==> src/rtl/tape_reader.sv <==
// tape_reader -- paper-tape reader front end for io_unit.
//
// The host loads 5-bit frame codes into an internal FIFO. The reader presents
// them to io_unit one at a time at a mechanical character rate. Each frame is
// held on the data lines while val is high. Val stays high for HOLD_CYCLES after
// io_unit takes the frame. Frames are separated by an idle gap of GAP_CYCLES.
//
// Ports
//   clk                in   clock, all logic on posedge
//   reset              in   synchronous, active-high; clears everything
//   host_valid_in      in   host offers a frame
//   host_data_in       in   5-bit frame code
//   host_ready_out     out  FIFO can accept (!full && !flush_in)
//   flush_in           in   pulse: discard all queued frames
//   input_rdy_from_io  in   io_unit waiting for a frame
//   input_val_to_io    out  frame valid (registered)
//   input_data_to_io   out  frame (registered, stable while val=1)
//   fifo_count_out     out  queued frames, head included until popped
//   reader_busy_out    out  reader not idle
//   frames_read_out    out  frames delivered since reset (wraps)
module tape_reader #(
    parameter int DEPTH       = 16,
    parameter int HOLD_CYCLES = 2,
    parameter int GAP_CYCLES  = 8
) (
    input  logic                   clk,
    input  logic                   reset,
    input  logic                   host_valid_in,
    input  logic [4:0]             host_data_in,
    output logic                   host_ready_out,
    input  logic                   flush_in,
    input  logic                   input_rdy_from_io,
    output logic                   input_val_to_io,
    output logic [4:0]             input_data_to_io,
    output logic [$clog2(DEPTH):0] fifo_count_out,
    output logic                   reader_busy_out,
    output logic [15:0]            frames_read_out
);

    localparam int AW = $clog2(DEPTH);
    localparam int CW = AW + 1;
    localparam int HW = (HOLD_CYCLES < 2) ? 1 : $clog2(HOLD_CYCLES + 1);
    localparam int GW = (GAP_CYCLES < 2) ? 1 : $clog2(GAP_CYCLES + 1);

    typedef enum logic [1:0] {
        S_IDLE,
        S_PRESENT,
        S_HOLD,
        S_GAP
    } state_t;

    state_t          state_q, state_d;
    logic [4:0]      mem_q [DEPTH];
    logic [4:0]      mem_d [DEPTH];
    logic [AW-1:0]   wr_ptr_q, wr_ptr_d;
    logic [AW-1:0]   rd_ptr_q, rd_ptr_d;
    logic [CW-1:0]   count_q, count_d;
    logic            val_q, val_d;
    logic [4:0]      data_q, data_d;
    logic [HW-1:0]   hold_q, hold_d;
    logic [GW-1:0]   gap_q, gap_d;
    logic [15:0]     frames_q, frames_d;
    // Set when a flush lands while the presented frame is in HOLD: the FIFO
    // has already been emptied, so the pop at HOLD exit must not happen.
    logic            head_gone_q, head_gone_d;

    logic full;
    logic push;
    logic pop;

    assign full           = (count_q == CW'(DEPTH));
    assign host_ready_out = !full && !flush_in;
    assign push           = host_valid_in && host_ready_out;

    assign input_val_to_io  = val_q;
    assign input_data_to_io = data_q;
    assign fifo_count_out   = count_q;
    assign reader_busy_out  = (state_q != S_IDLE);
    assign frames_read_out  = frames_q;

    // Reader FSM: next state, output registers, counters, pop request.
    always_comb begin
        state_d     = state_q;
        val_d       = val_q;
        data_d      = data_q;
        hold_d      = hold_q;
        gap_d       = gap_q;
        frames_d    = frames_q;
        head_gone_d = head_gone_q;
        pop         = 1'b0;

        case (state_q)
            S_IDLE: begin
                // A flush this cycle empties the FIFO, so do not start on a
                // frame that is about to be discarded.
                if (count_q != '0 && !flush_in) begin
                    state_d     = S_PRESENT;
                    val_d       = 1'b1;
                    data_d      = mem_q[rd_ptr_q];
                    head_gone_d = 1'b0;
                end
            end
            S_PRESENT: begin
                if (flush_in) begin
                    state_d = S_IDLE;
                    val_d   = 1'b0;
                end else if (input_rdy_from_io) begin
                    // val_q is 1 throughout PRESENT, so rdy alone is the handshake.
                    state_d = S_HOLD;
                    hold_d  = HW'(HOLD_CYCLES);
                end
            end
            S_HOLD: begin
                if (flush_in) begin
                    head_gone_d = 1'b1;
                end
                if (hold_q == HW'(1)) begin
                    state_d  = S_GAP;
                    val_d    = 1'b0;
                    frames_d = frames_q + 16'd1;
                    gap_d    = GW'(GAP_CYCLES);
                    pop      = !head_gone_q && !flush_in;
                end else begin
                    hold_d = hold_q - HW'(1);
                end
            end
            S_GAP: begin
                if (gap_q == '0) begin
                    state_d = S_IDLE;
                end else begin
                    gap_d = gap_q - GW'(1);
                end
            end
            default: begin
                state_d = S_IDLE;
                val_d   = 1'b0;
            end
        endcase
    end

    // FIFO storage and pointers. Flush wins over push and pop.
    always_comb begin
        mem_d    = mem_q;
        wr_ptr_d = wr_ptr_q;
        rd_ptr_d = rd_ptr_q;
        count_d  = count_q;
        if (flush_in) begin
            wr_ptr_d = '0;
            rd_ptr_d = '0;
            count_d  = '0;
        end else begin
            if (push) begin
                mem_d[wr_ptr_q] = host_data_in;
                wr_ptr_d        = wr_ptr_q + AW'(1);
            end
            if (pop) begin
                rd_ptr_d = rd_ptr_q + AW'(1);
            end
            case ({push, pop})
                2'b10:   count_d = count_q + CW'(1);
                2'b01:   count_d = count_q - CW'(1);
                default: count_d = count_q;
            endcase
        end
    end

    always_ff @(posedge clk) begin
        if (reset) begin
            state_q     <= S_IDLE;
            wr_ptr_q    <= '0;
            rd_ptr_q    <= '0;
            count_q     <= '0;
            val_q       <= 1'b0;
            data_q      <= '0;
            hold_q      <= '0;
            gap_q       <= '0;
            frames_q    <= '0;
            head_gone_q <= 1'b0;
        end else begin
            state_q     <= state_d;
            wr_ptr_q    <= wr_ptr_d;
            rd_ptr_q    <= rd_ptr_d;
            count_q     <= count_d;
            val_q       <= val_d;
            data_q      <= data_d;
            hold_q      <= hold_d;
            gap_q       <= gap_d;
            frames_q    <= frames_d;
            head_gone_q <= head_gone_d;
        end
    end

    // Frame storage carries no reset; only entries below count are ever read.
    always_ff @(posedge clk) begin
        mem_q <= mem_d;
    end

endmodule

==> config.mk <==
export PLATFORM = sky130hd
export DESIGN_NAME = tape_reader
export DESIGN_NICKNAME = d
export VERILOG_FILES = /design/src/rtl/tape_reader.sv
export SDC_FILE = /design/constraint.sdc
export NUM_CORES = 1
export LEC_CHECK = 0
export BUFFER_PORTS_ARGS = -buffer_cell sky130_fd_sc_hd__buf_4
export CORE_ASPECT_RATIO = 0.6
export CORE_MARGIN = 5
export CORE_UTILIZATION = 24
export CTS_BUF_LIST = sky130_fd_sc_hd__clkbuf_4 sky130_fd_sc_hd__clkbuf_8 sky130_fd_sc_hd__clkbuf_16
export DETAILED_ROUTE_END_ITERATION = 8
export PLACE_DENSITY = 0.45
export SYNTH_ARGS = -nofsm -noshare
export SYNTH_HDL_FRONTEND = slang
export SYNTH_SLANG_ARGS = --single-unit
==> constraint.sdc <==
create_clock -name clk -period 2.6 [get_ports clk]
set_clock_uncertainty 0.05 [all_clocks]
set_input_delay 0.52 -clock clk [delete_from_list [all_inputs] [get_ports clk]]
set_output_delay 0.52 -clock clk [all_outputs]
set_load 0.01 [all_outputs]
# ---- Word level (Yosys, flattened, before mapping)
# Cells that the tools add are included.
dict set report word_totals {
  reg_bits 124
  input_bits 10
  word_cells 110
}
dict set report classes {
  n_eq_ne 17
  muxes 28
  add_sub_neg 7
  n_lt_le_gt_ge 3
  n_reduce_logical 26
  bitwise 3
}
# operator n
set ops {}
lappend ops {{$bwmux W80} 1}
lappend ops {{$bmux W5 S4} 1}
lappend ops {{$demux W5 S4} 1}
lappend ops {{$ne A2 B2 Y1 const B} 9}
lappend ops {{$add A16 B1 Y16 const B} 1}
lappend ops {{$mux W5} 3}
lappend ops {{$mux W2} 7}
lappend ops {{$reduce_and A4 Y1} 3}
lappend ops {{$ge A5 B5 Y1 const B} 2}
lappend ops {{$not A4 Y5} 2}
lappend ops {{$pmux W5 S2} 1}
lappend ops {{$reduce_bool A2 Y1} 5}
lappend ops {{$add A4 B1 Y4 const B} 2}
lappend ops {{$mux W4} 2}
lappend ops {{$pmux W2 S4} 1}
lappend ops {{$pmux W4 S2} 1}
lappend ops {{$mux W1} 7}
lappend ops {{$eq A2 B1 Y1 const B} 3}
lappend ops {{$eq A2 B2 Y1 const B} 3}
lappend ops {{$reduce_and A2 Y1} 3}
lappend ops {{$reduce_and A3 Y1} 2}
lappend ops {{$add A5 B1 Y5 const B} 1}
lappend ops {{$eq A5 B5 Y1 const B} 1}
lappend ops {{$logic_and A1 B1 Y1} 5}
lappend ops {{other kinds (15)} 17}

# ---- Longest topological paths before layout
# Gate-level depths: netlist of run 1.
dict set report logic_depth {
  word_depth 6
  ltp_mapped 12
  mapped_depth_nobuf 12
}

# ---- Worst setup path after synthesis of run 1
# OpenSTA, ideal clock, no wires.
dict set report synth_path {
  path_kind {in2reg}
  from {input port flush_in}
  to {register count_q[4], in the netlist fifo_count_out[4]}
  required_time_ns 2.480
  path_buffers 1
  setup_slack_ns -0.073
  t_arrival_ns 2.553
  setup_time_ns 0.070
  cell_stages 10
  cell_sequence {clkbuf_1 nor3_2 ha_1 inv_1 fa_1 nor2b_1 o21ai_0 nor4b_1 or3_1 a21oi_1}
}
dict set report synth_via {
  elab_chain_len 6
  elab_cells_between_ends 11
  classes_between {eq/ne (2); mux (3); reduce/logical (6)}
}
# item line
set synth_lines {}
lappend synth_lines {{from (decl)} 31} ;# input logic flush_in,
lappend synth_lines {{$logic_not A1 Y1 *} 122} ;# pop = !head_gone_q && !flush_in;
lappend synth_lines {{$logic_and A1 B1 Y1 *} 122}
lappend synth_lines {{$mux W1 *} 117} ;# if (hold_q == HW'(1)) begin
lappend synth_lines {{$mux W1 *} 92} ;# case (state_q)
lappend synth_lines {{named net pop} 69} ;# logic pop;
lappend synth_lines {{$eq A2 B1 Y1 or $eq A2 B2 Y1 (tied branches)} 159} ;# case ({push, pop})
lappend synth_lines {{$pmux W5 S2 or $reduce_bool A2 Y1 (tied branches)} --}
lappend synth_lines {{to (signal assigned)} 183} ;# count_q <= count_d;
lappend synth_lines {{to (decl)} 57} ;# logic [CW-1:0] count_q, count_d;
# Mark *: on every way through the listed nets, which the timed path passes. The rest lies on a longest branch.
# A chain may end at the register's enable or synchronous reset.

# ---- Worst setup path in the final report of run 1
dict set report layout_path {
  from {register hold_q[1]}
  to {register count_q[4], in the netlist fifo_count_out[4]}
}
dict set report layout_via {
  elab_chain_len 5
  elab_cells_between_ends 7
  classes_between {eq/ne (3); mux (3); reduce/logical (1)}
}
# item line
set layout_lines {}
lappend layout_lines {{from (decl)} 60} ;# logic [HW-1:0] hold_q, hold_d;
lappend layout_lines {{from (signal assigned)} 186} ;# hold_q <= hold_d;
lappend layout_lines {{$eq A2 B1 Y1 *} 117}
lappend layout_lines {{$mux W1 *} 117}
lappend layout_lines {{$mux W1 *} 92}
lappend layout_lines {{named net pop} 69}
lappend layout_lines {{$eq A2 B1 Y1 or $eq A2 B2 Y1 (tied branches)} 159}
lappend layout_lines {{$pmux W5 S2 or $reduce_bool A2 Y1 (tied branches)} --}
# Marked as above.

==> results.py, run 1 <==
metrics = {
    "status": {
        "status": "finished, final reports clean",
    },
    "cells_and_area": {
        "nNetsFinal": 529,
        "final_area_mm2": 0.006825,
        "final_cell_mix": "edfxtp_1 (80), buf_4 (57), nor2_1 (53), dfxtp_1 (41), mux2i_1 (37)",
        "mostFrequentLayoutCell": "edfxtp_1",
        "diodes": 0,
        "drive_gt1_frac": 0.2281,
        "area_growth_pct": 25.87,
        "finish.utilization": 0.3085,
    },
    "pwr": {
        "p_leak_nw": 2.273,
        "pwr_density_cell_mw_per_mm2": 681.3,
        "total_power_mw": 4.650,
        "vdd_drop_max_mv": 0.4447,
    },
    "cts": {
        "cts_made_buffers": 17,
        "cts.path.max_buffers": 2,
        "cts_tree": "built",
        "htree_levels": 4,
        "cts.reportedPaths.clkPinSlew_ps": 60,
        "clk_latency_ps": 410,
        "cts.sink_count": 124,
        "root_buffer": "clkbuf_16",
    },
    "drt": {
        "detail_route.iter0.violations": 191,
        "postRouteAntennaNets": 0,
        "route.detailed.drc": 0,
        "drt_pass1_iterations": 4,
        "vias_per_cell": 4.255,
        "wl_per_cell_um": 15.28,
        "wl_mm": 12.54,
        "dr_total_vias": 3493,
    },
    "timing": {
        "worstMarginPinSlew_ps": 541.8,
        "slew_violations": 0,
        "fin_crit_sh": 0.9323,
        "hold_violations": 0,
        "timing.fmax_mhz": 412.5,
        "maxSlewHeadroom": 0.6383,
        "finalSetupViolCount": 0,
        "period_minus_slack_ps": 2424,
        "setup_slack_ps": 176.0,
    },
    "synth": {
        "ys_seq_area_frac": 0.6054,
        "synth_area_leaders": "edfxtp_1 (44%), dfxtp_1 (16%), mux2i_1 (6.8%)",
        "synth_edf_count": 80,
        "ys_types": 47,
        "synth_flop_cell": "edfxtp_1",
        "synth.net_count": 470,
        "yosysWarnings": 0,
        "yosysTopAreaCellShare": 0.4430,
        "syn_area_mm2": 0.005423,
        "synth.ff_latch_count": 124,
        "synth_area_per_cell_um2": 12.30,
        "synth_cells": 441,
        "yosysTopAreaCell": "edfxtp_1",
        "synthArstFlopShare": 0,
    },
    "setup_path": {
        "crit_arrival_ps": 2730,
        "cp.required_ps": 2900,
        "critPathKind": "register to register",
        "end_kind": "register",
        "crit_fanout": 4,
        "critPathLaunchType": "register",
    },
    "place": {
        "postPlaceCellArea_mm2": 0.006175,
        "gp_congestion": 0.7790,
        "pre_cts_slack_ps": 36.55,
        "numPortBuffers": 38,
        "post-dp-hpwl_mm": 9.258,
    },
    "floorplan": {
        "start_util": 0.2451,
        "dieWidth_um": 204.1,
        "rows": 42,
        "core_mm2": 0.02212,
        "io_pins": 39,
        "die_area_mm2": 0.02580,
        "die_y_um": 126.4,
    },
    "flow_run": {
        "drv_cap": 0,
    },
    "grt": {
        "overflow": 0,
        "grt_usage": 0.1001,
        "grt_pass1_vias": 3518,
        "grt_pass1_wl_mm": 19.71,
        "antenna_found_initial": 0,
        "grt_max_degree": 29,
    },
    "hold_path": {
        "hp-class": "input port to register",
    },
}
==> registers in the layout, summed over array words and instances, names as in the netlist, named ones only <==
name              count
mem_q                80
frames_read_out      16
fifo_count_out        5
input_data_to_io      5
gap_q                 4
rd_ptr_q              4
wr_ptr_q              4
hold_q                2
head_gone_q           1
input_val_to_io       1
state_q               1
==> final timing paths <==
kind	cells past startpoint	startpoint	slack [ps]	endpoint
setup / recovery	12	hold_q[1]$_SDFFE_PP0P_	180	fifo_count_out[4]$_SDFFE_PP0P_
hold / removal	1	host_data_in[3]	390	mem_q[53]$_DFFE_PP_
setup reg to reg	12	hold_q[1]$_SDFFE_PP0P_	180	fifo_count_out[4]$_SDFFE_PP0P_
hold reg to reg	1	input_data_to_io[1]$_SDFFE_PP0P_	420	input_data_to_io[1]$_SDFFE_PP0P_
==> through the flow <==
| step | std cells | hold WS, ps | setup TNS (ps) |
|---|---|---|---|
| after floorplan | 441 | 395.9 | 0 |
| after global placement | 788 | 405.9 | 0 |
| after detailed placement | 788 | 409.2 | 0 |
| after CTS | 820 | 370.0 | 0 |
| after global routing | 821 | 385.8 | -21.04 |
| final | 821 | 386.4 | 0 |
==> logic make-up after synthesis <==
group,after synthesis,synth area share
compound gates,64,0.08122
xor+xnor,22,0.03553
fa+ha+maj,19,0.04522
buf+inv,41,0.03138
flops,124,0.6054
mux,39,0.07660
simple gates,132,0.1246
==> cells in the mapped netlist, types with 8 or more instances <==
cell / n
edfxtp_1: 80
nor2_1: 53
dfxtp_1: 44
mux2i_1: 37
inv_1: 23
nand2_1: 23
ha_1: 18
a21oi_1: 16
o22ai_1: 16
xnor2_1: 11
xor2_1: 11
nor3_1: 10
o21ai_0: 10
clkbuf_1: 9
nand2b_1: 8
==> cell type report <==
type                       count  area, um2
inverter                      23      86.33
tap                          308      385.4
multi-input combinational    276       2016
sequential                   124       3287
fill                        2234      15300
timing repair buffer          58      447.9
clock inverter                14      170.2
clock buffer                  18      432.9
==> per-layer routing <==
metal  vias up  wire length [um]  global-route usage
li1       1716                 -                   -
met1      1719              6655              0.1494
met2        52              5209              0.1384
met3         6               603             0.02704
met4         0                74             0.03543
met5         -                 0                   0
==> worst max-delay path, cell delays in order (launching register included) <==
cell,delay (ps)
dfxtp_1,310
inv_1,60
ha_2,190
nand2_2,80
nor3_4,240
ha_4,190
inv_1,70
fa_2,340
nor2b_2,130
o21ai_1,90
nor4b_2,170
or3_1,320
a21oi_2,110
==> timing repair <==
| action | 4_1_cts | 5_1_grt |
|---|---|---|
| hold buffers | 0 | 0 |
| buffers inserted | 0 | 1 |
| setup endpoints to repair | 0 | 1 |
| resized for setup | 0 | 12 |
| endpoints found under the hold margin | 0 | 0 |
==> power by group <==
group	switching (mW)	leakage (nW)	total (mW)	internal, mW
clock	0.890	0.288	2.41	1.52
sequential	0.00597	1.08	2.11	2.11
combinational	0.0811	0.909	0.130	0.0488
total	0.977	2.27	4.65	3.67
Power figures use the tool's default switching activity.
==> run 2, diff against run 1 <==
CORE_ASPECT_RATIO = default   (was 0.6)
==> run 2 against run 1 <==
Compared with the run above:
- combinational power about the same
- via count down 1.8%
- first-iteration DRC count down 6.8%
- hold slack worse by 3.3 ps
- total power down 2.6%
- global-route usage down 0.37 points
- final area down 1.1%
- register-to-register slack worse by 60 ps
- critical path type unchanged
- critical endpoint unchanged
- largest cell class unchanged
==> results.py, run 2 (synthesis results as in run 1) <==
metrics = {
    "cts": {
        "root_buffer": "clkbuf_16",
        "clk_latency_ps": 410,
        "cts.reportedPaths.clkPinSlew_ps": 60,
        "htree_levels": 4,
        "cts_hold_buf": 0,
        "cts_made_buffers": 17,
        "cts_tree": "built",
        "cts.sink_count": 124,
        "cts.path.max_buffers": 2,
    },
    "setup_path": {
        "path_cells": "ha_2 > nand2_2 > nor3_4 > ha_4 > inv_1 > fa_2 > nor2b_2 > o21ai_0 > nor4b_2 > or3_1 > a21oi_1",
        "r2r_slack_ps": 110,
        "worstRegToRegCells": 11,
        "crit_fanout": 5,
        "r2r-start": "hold_q[0]$_SDFFE_PP0P_",
        "crit_arrival_ps": 2780,
        "critPathLaunchType": "register",
        "critical_path_buf_inv_count": 1,
        "crit_end": "fifo_count_out[4]$_SDFFE_PP0P_",
        "r2r_end": "fifo_count_out[4]$_SDFFE_PP0P_",
        "worstSetupPathDepth": 11,
        "crit_start": "hold_q[0]$_SDFFE_PP0P_",
        "cp.required_ps": 2890,
        "cpMaxStageDelayCell": "dfxtp_1",
        "critPathKind": "register to register",
        "critPathMaxStageDelay_ps": 360,
        "critPathTopFamily": "simple AND/OR/NAND/NOR gates",
        "end_kind": "register",
    },
    "flow_run": {
        "drv_cap": 0,
    },
    "cells_and_area": {
        "drive_gt1_frac": 0.2192,
        "multi_input_area_mm2": 0.002007,
        "area_growth_pct": 24.53,
        "diodes": 0,
        "mostFrequentLayoutCell": "edfxtp_1",
        "nNetsFinal": 527,
        "regMostFlops": "mem_q",
        "finish.utilization": 0.3010,
        "seq_area_mm2": 0.003286,
        "fill_cells": 2282,
        "largest_reg_flops": 80,
        "final_cell_mix": "edfxtp_1 (80), buf_4 (55), nor2_1 (53), dfxtp_1 (42), mux2i_1 (37)",
        "fin_cells": 796,
        "final_area_mm2": 0.006753,
    },
    "floorplan": {
        "core_mm2": 0.02243,
        "rows": 55,
        "start_util": 0.2417,
        "die_area_mm2": 0.02570,
        "die_y_um": 160.3,
        "io_pins": 39,
        "dieWidth_um": 160.3,
    },
    "hold_path": {
        "hp-class": "input port to register",
    },
    "drt": {
        "drt_pass1_iterations": 6,
        "route.detailed.drc": 0,
        "dr_total_vias": 3429,
        "vias_per_cell": 4.308,
        "wl_per_cell_um": 14.91,
        "wl_mm": 11.87,
        "detail_route.iter0.violations": 178,
        "postRouteAntennaNets": 0,
    },
    "grt": {
        "grt_usage": 0.09638,
        "grt_pass1_vias": 3548,
        "grt_max_degree": 29,
        "grt_pass1_wl_mm": 19.09,
        "overflow": 0,
        "antenna_found_initial": 0,
    },
    "place": {
        "postPlaceCellArea_mm2": 0.006116,
        "pre_cts_slack_ps": 49.90,
        "post-dp-hpwl_mm": 8.523,
        "gp_congestion": 0.7445,
        "numPortBuffers": 38,
        "dp_cells": 761,
    },
    "timing": {
        "hold_violations": 0,
        "fin_tns_setup_ps": 0,
        "worstMarginPinSlew_ps": 544.5,
        "fin_crit_sh": 0.9560,
        "maxSlewHeadroom": 0.6357,
        "slew_violations": 0,
        "hold-worst-slack_ps": 383.1,
        "timing.fmax_mhz": 402.3,
        "period_minus_slack_ps": 2486,
        "setup_slack_ps": 114.4,
        "finalSetupViolCount": 0,
    },
    "status": {
        "status": "finished, final reports clean",
    },
    "pwr": {
        "pwr_density_cell_mw_per_mm2": 670.5,
        "vdd_drop_max_mv": 0.5199,
        "total_power_mw": 4.527,
        "p_leak_nw": 2.254,
    },
}
-- run 2: timing repair --
item	in CTS	in global routing
resized for setup	0	8
endpoints found under the hold margin	0	0
setup buffers	0	3
endpoints found under the setup margin	0	1
-- run 2: worst min path at each step --
stage	from	end	slack [ps]	cells after the start
after floorplan	hold_q[1]$_SDFFE_PP0P_	hold_q[1]$_SDFFE_PP0P_	400	2
after global placement	input_data_to_io[1]$_SDFFE_PP0P_	input_data_to_io[1]$_SDFFE_PP0P_	400	1
after detailed placement	input_data_to_io[1]$_SDFFE_PP0P_	input_data_to_io[1]$_SDFFE_PP0P_	410	1
after CTS	host_data_in[3]	mem_q[63]$_DFFE_PP_	370	1
after global routing	host_data_in[3]	mem_q[53]$_DFFE_PP_	370	1
final	host_data_in[3]	mem_q[63]$_DFFE_PP_	380	1
-- run 2: layout make-up --
cell class                 instances  share of cell area
clock inverter                    14             0.02149
multi-input combinational        276              0.2972
sequential                       124              0.4866
clock buffer                      18             0.06504
timing repair buffer              56             0.06411
tap                              285             0.05281
inverter                          23             0.01278
-- run 2: metal layers --
metal  up-vias  global-route usage  routed length (um)
met5         -                   0                   0
met4         0             0.03676                 173
met3        14             0.03413                 480
met2        49              0.1601                5985
met1      1659              0.1150                5228
li1       1707                   -                   -
-- run 2: power breakdown --
part	leakage, nW	internal (mW)	switching [mW]
clock	0.280	1.43	0.855
sequential	1.08	2.11	0.00534
combinational	0.898	0.0494	0.0798
total	2.25	3.59	0.941
==> run 3, diff against run 2 <==
ABC_AREA = 1   (was default)
==> run 3 against run 2 <==
Compared with the run above:
- via count is 21% higher
- flip-flop and latch count unchanged
- critical path depth up 6
- first-iteration DRC count rose by 28%
- setup slack improved by 150 ps
- final cell count up 29%
- fmax rose by 6.2%
- synthesized cell count is 46% higher
- die area rose by 5.2%
- critical path type unchanged
- highest routed layer unchanged
==> results.py, run 3 <==
metrics = {
    "status": {
        "status": "finished, final reports clean",
    },
    "grt": {
        "grt_pass1_vias": 3999,
        "grt_pass1_wl_mm": 21.60,
        "grt_max_degree": 28,
        "grt_usage": 0.1051,
        "overflow": 0,
        "antenna_found_initial": 0,
    },
    "cells_and_area": {
        "diodes": 0,
        "drive_gt1_frac": 0.1346,
        "final_cell_mix": "nand2_1 (160), inv_1 (93), edfxtp_1 (80), nand3_1 (74), nor2_1 (61)",
        "nNetsFinal": 723,
        "regMostFlops": "mem_q",
        "final_area_mm2": 0.007051,
        "mostFrequentLayoutCell": "nand2_1",
        "largest_reg_flops": 80,
        "area_growth_pct": 23.20,
        "fill_cells": 2495,
    },
    "setup_path": {
        "end_kind": "register",
        "critPathMaxStageDelay_ps": 390,
        "critical_path_buf_inv_count": 5,
        "worstRegToRegCells": 17,
        "cpMaxStageDelayCell": "fa_1",
        "cp.required_ps": 2840,
        "crit_fanout": 5,
        "critPathLaunchType": "register",
        "r2r_slack_ps": 260,
        "crit_arrival_ps": 2580,
        "r2r-start": "state_q[0]$_SDFFE_PP0P_",
        "r2r_end": "fifo_count_out[4]$_SDFFE_PP0P_",
        "path_cells": "inv_1 > ha_1 > nand2_2 > inv_1 > nand3_1 > inv_1 > ha_4 > inv_1 > fa_1 > inv_1 > nand2_1 > nand2_1 > nand2_1 > nand2_1 > nor2_1 > o21ai_0 > a21oi_1",
        "critPathTopFamily": "adder cells",
        "cpMostUsedCell": "inv_1",
        "worstSetupPathDepth": 17,
        "critPathKind": "register to register",
    },
    "drt": {
        "drt_pass1_iterations": 6,
        "wl_per_cell_um": 13.13,
        "vias_per_cell": 4.039,
        "dr_total_vias": 4140,
        "postRouteAntennaNets": 0,
        "detail_route.iter0.violations": 227,
        "route.detailed.drc": 0,
        "wl_mm": 13.46,
    },
    "pwr": {
        "p_int_mw": 3.930,
        "switchingPower_mw": 1.150,
        "pwr_density_cell_mw_per_mm2": 720.5,
        "total_power_mw": 5.080,
        "p_clk_frac": 0.471,
        "swShare": 0.2263,
        "p_leak_nw": 2.944,
        "vdd_drop_max_mv": 0.3971,
        "combPwrFrac": 0.097,
        "seqPwrFrac": 0.432,
    },
    "synth": {
        "synth.most_common_cell": "nand2_1",
        "synthTopCellsByCount": "nand2_1 (160), inv_1 (93), edfxtp_1 (80)",
        "syn_area_mm2": 0.005723,
        "ys_seq_area_frac": 0.5737,
        "synth.net_count": 671,
        "yosys.area_share.simple": 0.2337,
        "yosysTopAreaCellShare": 0.4198,
        "synth_cells": 642,
        "synth_area_leaders": "edfxtp_1 (42%), dfxtp_1 (15%), nand2_1 (10%)",
        "synth_flop_cell": "edfxtp_1",
        "yosysWarnings": 0,
        "muxShareOfSynthArea": 0,
        "synth-compound-area-share": 0.06165,
        "ys_types": 31,
        "yosysTopAreaCell": "edfxtp_1",
        "synth.ff_latch_count": 124,
        "synth_top_family_by_area": "simple AND/OR/NAND/NOR gates",
        "synth_edf_count": 80,
        "synth_area_per_cell_um2": 8.914,
        "synth_fa_ha_area_frac": 0.04285,
        "synthArstFlopShare": 0,
        "synth_xor_area_frac": 0.01071,
    },
    "timing": {
        "fin_tns_setup_ps": 0,
        "fin_crit_sh": 0.9001,
        "hold-worst-slack_ps": 347.5,
        "period_minus_slack_ps": 2340,
        "worstMarginPinSlew_ps": 638.2,
        "slew_violations": 0,
        "hold_violations": 0,
        "rsz0062_at_grt": "false",
        "finalSetupViolCount": 0,
        "timing.fmax_mhz": 427.3,
        "maxSlewHeadroom": 0.5740,
    },
    "floorplan": {
        "die_y_um": 164.4,
        "io_pins": 39,
        "start_util": 0.2438,
        "rows": 56,
        "core_mm2": 0.02347,
        "dieWidth_um": 164.4,
        "die_area_mm2": 0.02703,
    },
    "hold_path": {
        "worstHoldStart": "reset",
        "hp-class": "input port to register",
        "min_to": "gap_q[0]$_SDFFE_PP0P_",
        "worstHoldPathCells": 2,
    },
    "cts": {
        "root_buffer": "clkbuf_16",
        "cts_made_buffers": 17,
        "cts_tree": "built",
        "cts.reportedPaths.clkPinSlew_ps": 50,
        "htree_levels": 4,
        "clk_latency_ps": 410,
        "cts_setup_buffers": 0,
        "cts.path.max_buffers": 2,
        "cts.sink_count": 124,
    },
    "flow_run": {
        "drv_cap": 0,
    },
    "place": {
        "gp_congestion": 0.7979,
        "post-dp-hpwl_mm": 9.353,
        "numPortBuffers": 38,
        "postPlaceCellArea_mm2": 0.006422,
    },
}
-- run 3: cell count changes after synthesis, sizes merged, moves of 7 or more --
cell    delta
o21ai     +16
xor2       -7
nor2      +13
xnor2      -8
nand3     +70
o22ai     -16
inv       +72
nand2b     -8
a21oi     +10
nor2b      -7
nand2    +141
mux2i     -37
-- run 3: what timing repair did --
| item | in CTS | in global routing |
|---|---|---|
| gates resized for setup | 0 | 2 |
| hold buffers | 0 | 0 |
| endpoints found under the hold margin | 0 | 0 |
| setup endpoints to repair | 0 | 1 |
-- run 3: logic make-up after synthesis --
kind of cell | Yosys count
buffers and inverters | 114
xor gates and xnor gates | 7
DFF | 124
adders and majority gates | 19
and+or+nand+nor | 314
AOI/OAI and AO/OA | 64
-- run 3: metal layers --
| metal | global-route usage | vias to the layer above | share of wire |
|---|---|---|---|
| met1 | 0.1347 | 1892 | 0.47 |
| li1 | - | 2188 | - |
| met4 | 0.03592 | 0 | 0.014 |
| met5 | 0 | - | 0 |
| met2 | 0.1718 | 49 | 0.48 |
| met3 | 0.02870 | 11 | 0.028 |
-- run 3: layout make-up --
type,count,area [um2],area share
clock buffers,27,566.8,0.08039
clock inverters,4,48.80,0.006921
inverters,96,360.3,0.05111
multi-input cells,404,2009,0.2850
flip-flops and latches,124,3283,0.4657
well taps,319,399.1,0.05661
repair buffers,51,382.9,0.05430
-- run 3: worst reg2reg max path, delay by kind of cell, from the launching register on --
| kind | cells | cell delay (ps) |
|---|---|---|
| flops | 1 | 310 |
| buf+inv | 5 | 450 |
| fa+ha+maj | 3 | 800 |
| simple gates | 7 | 400 |
| compound gates | 2 | 230 |
-- run 3: how the worst max path moves through the flow --
stage	start	endpoint	slack [ps]
floorplan	state_q[0]$_SDFFE_PP0P_	fifo_count_out[4]$_SDFFE_PP0P_	170
global placement	flush_in	fifo_count_out[4]$_SDFFE_PP0P_	130
detailed placement	flush_in	fifo_count_out[4]$_SDFFE_PP0P_	110
CTS	state_q[0]$_SDFFE_PP0P_	fifo_count_out[4]$_SDFFE_PP0P_	130
global route	state_q[0]$_SDFFE_PP0P_	fifo_count_out[4]$_SDFFE_PP0P_	40
finish	state_q[0]$_SDFFE_PP0P_	fifo_count_out[4]$_SDFFE_PP0P_	260
-- run 3: power groups by stage --
| stage | Clock, mW | Sequential [mW] | Combinational (mW) |
|---|---|---|---|
| after floorplan | 0 | 2.25 | 0.293 |
| after global placement | 0 | 2.23 | 0.508 |
| after detailed placement | 0 | 2.23 | 0.506 |
| after CTS | 2.44 | 2.19 | 0.508 |
| after global routing | 2.54 | 2.20 | 0.571 |
| final | 2.39 | 2.19 | 0.494 |
-- run 3: metrics by stage --
| stage | setup slack, ps | cells | util |
|---|---|---|---|
| 6_report | 259.6 | 1025 | 0.3004 |
| 5_1_grt | 40.75 | 1025 | 0.3004 |
| 4_1_cts | 132.2 | 1025 | 0.2998 |
| 3_5_place_dp | 111.8 | 994 | 0.2736 |
| 3_3_place_gp | 131.8 | 994 | 0.2736 |
| 2_1_floorplan | 165.8 | 642 | - |
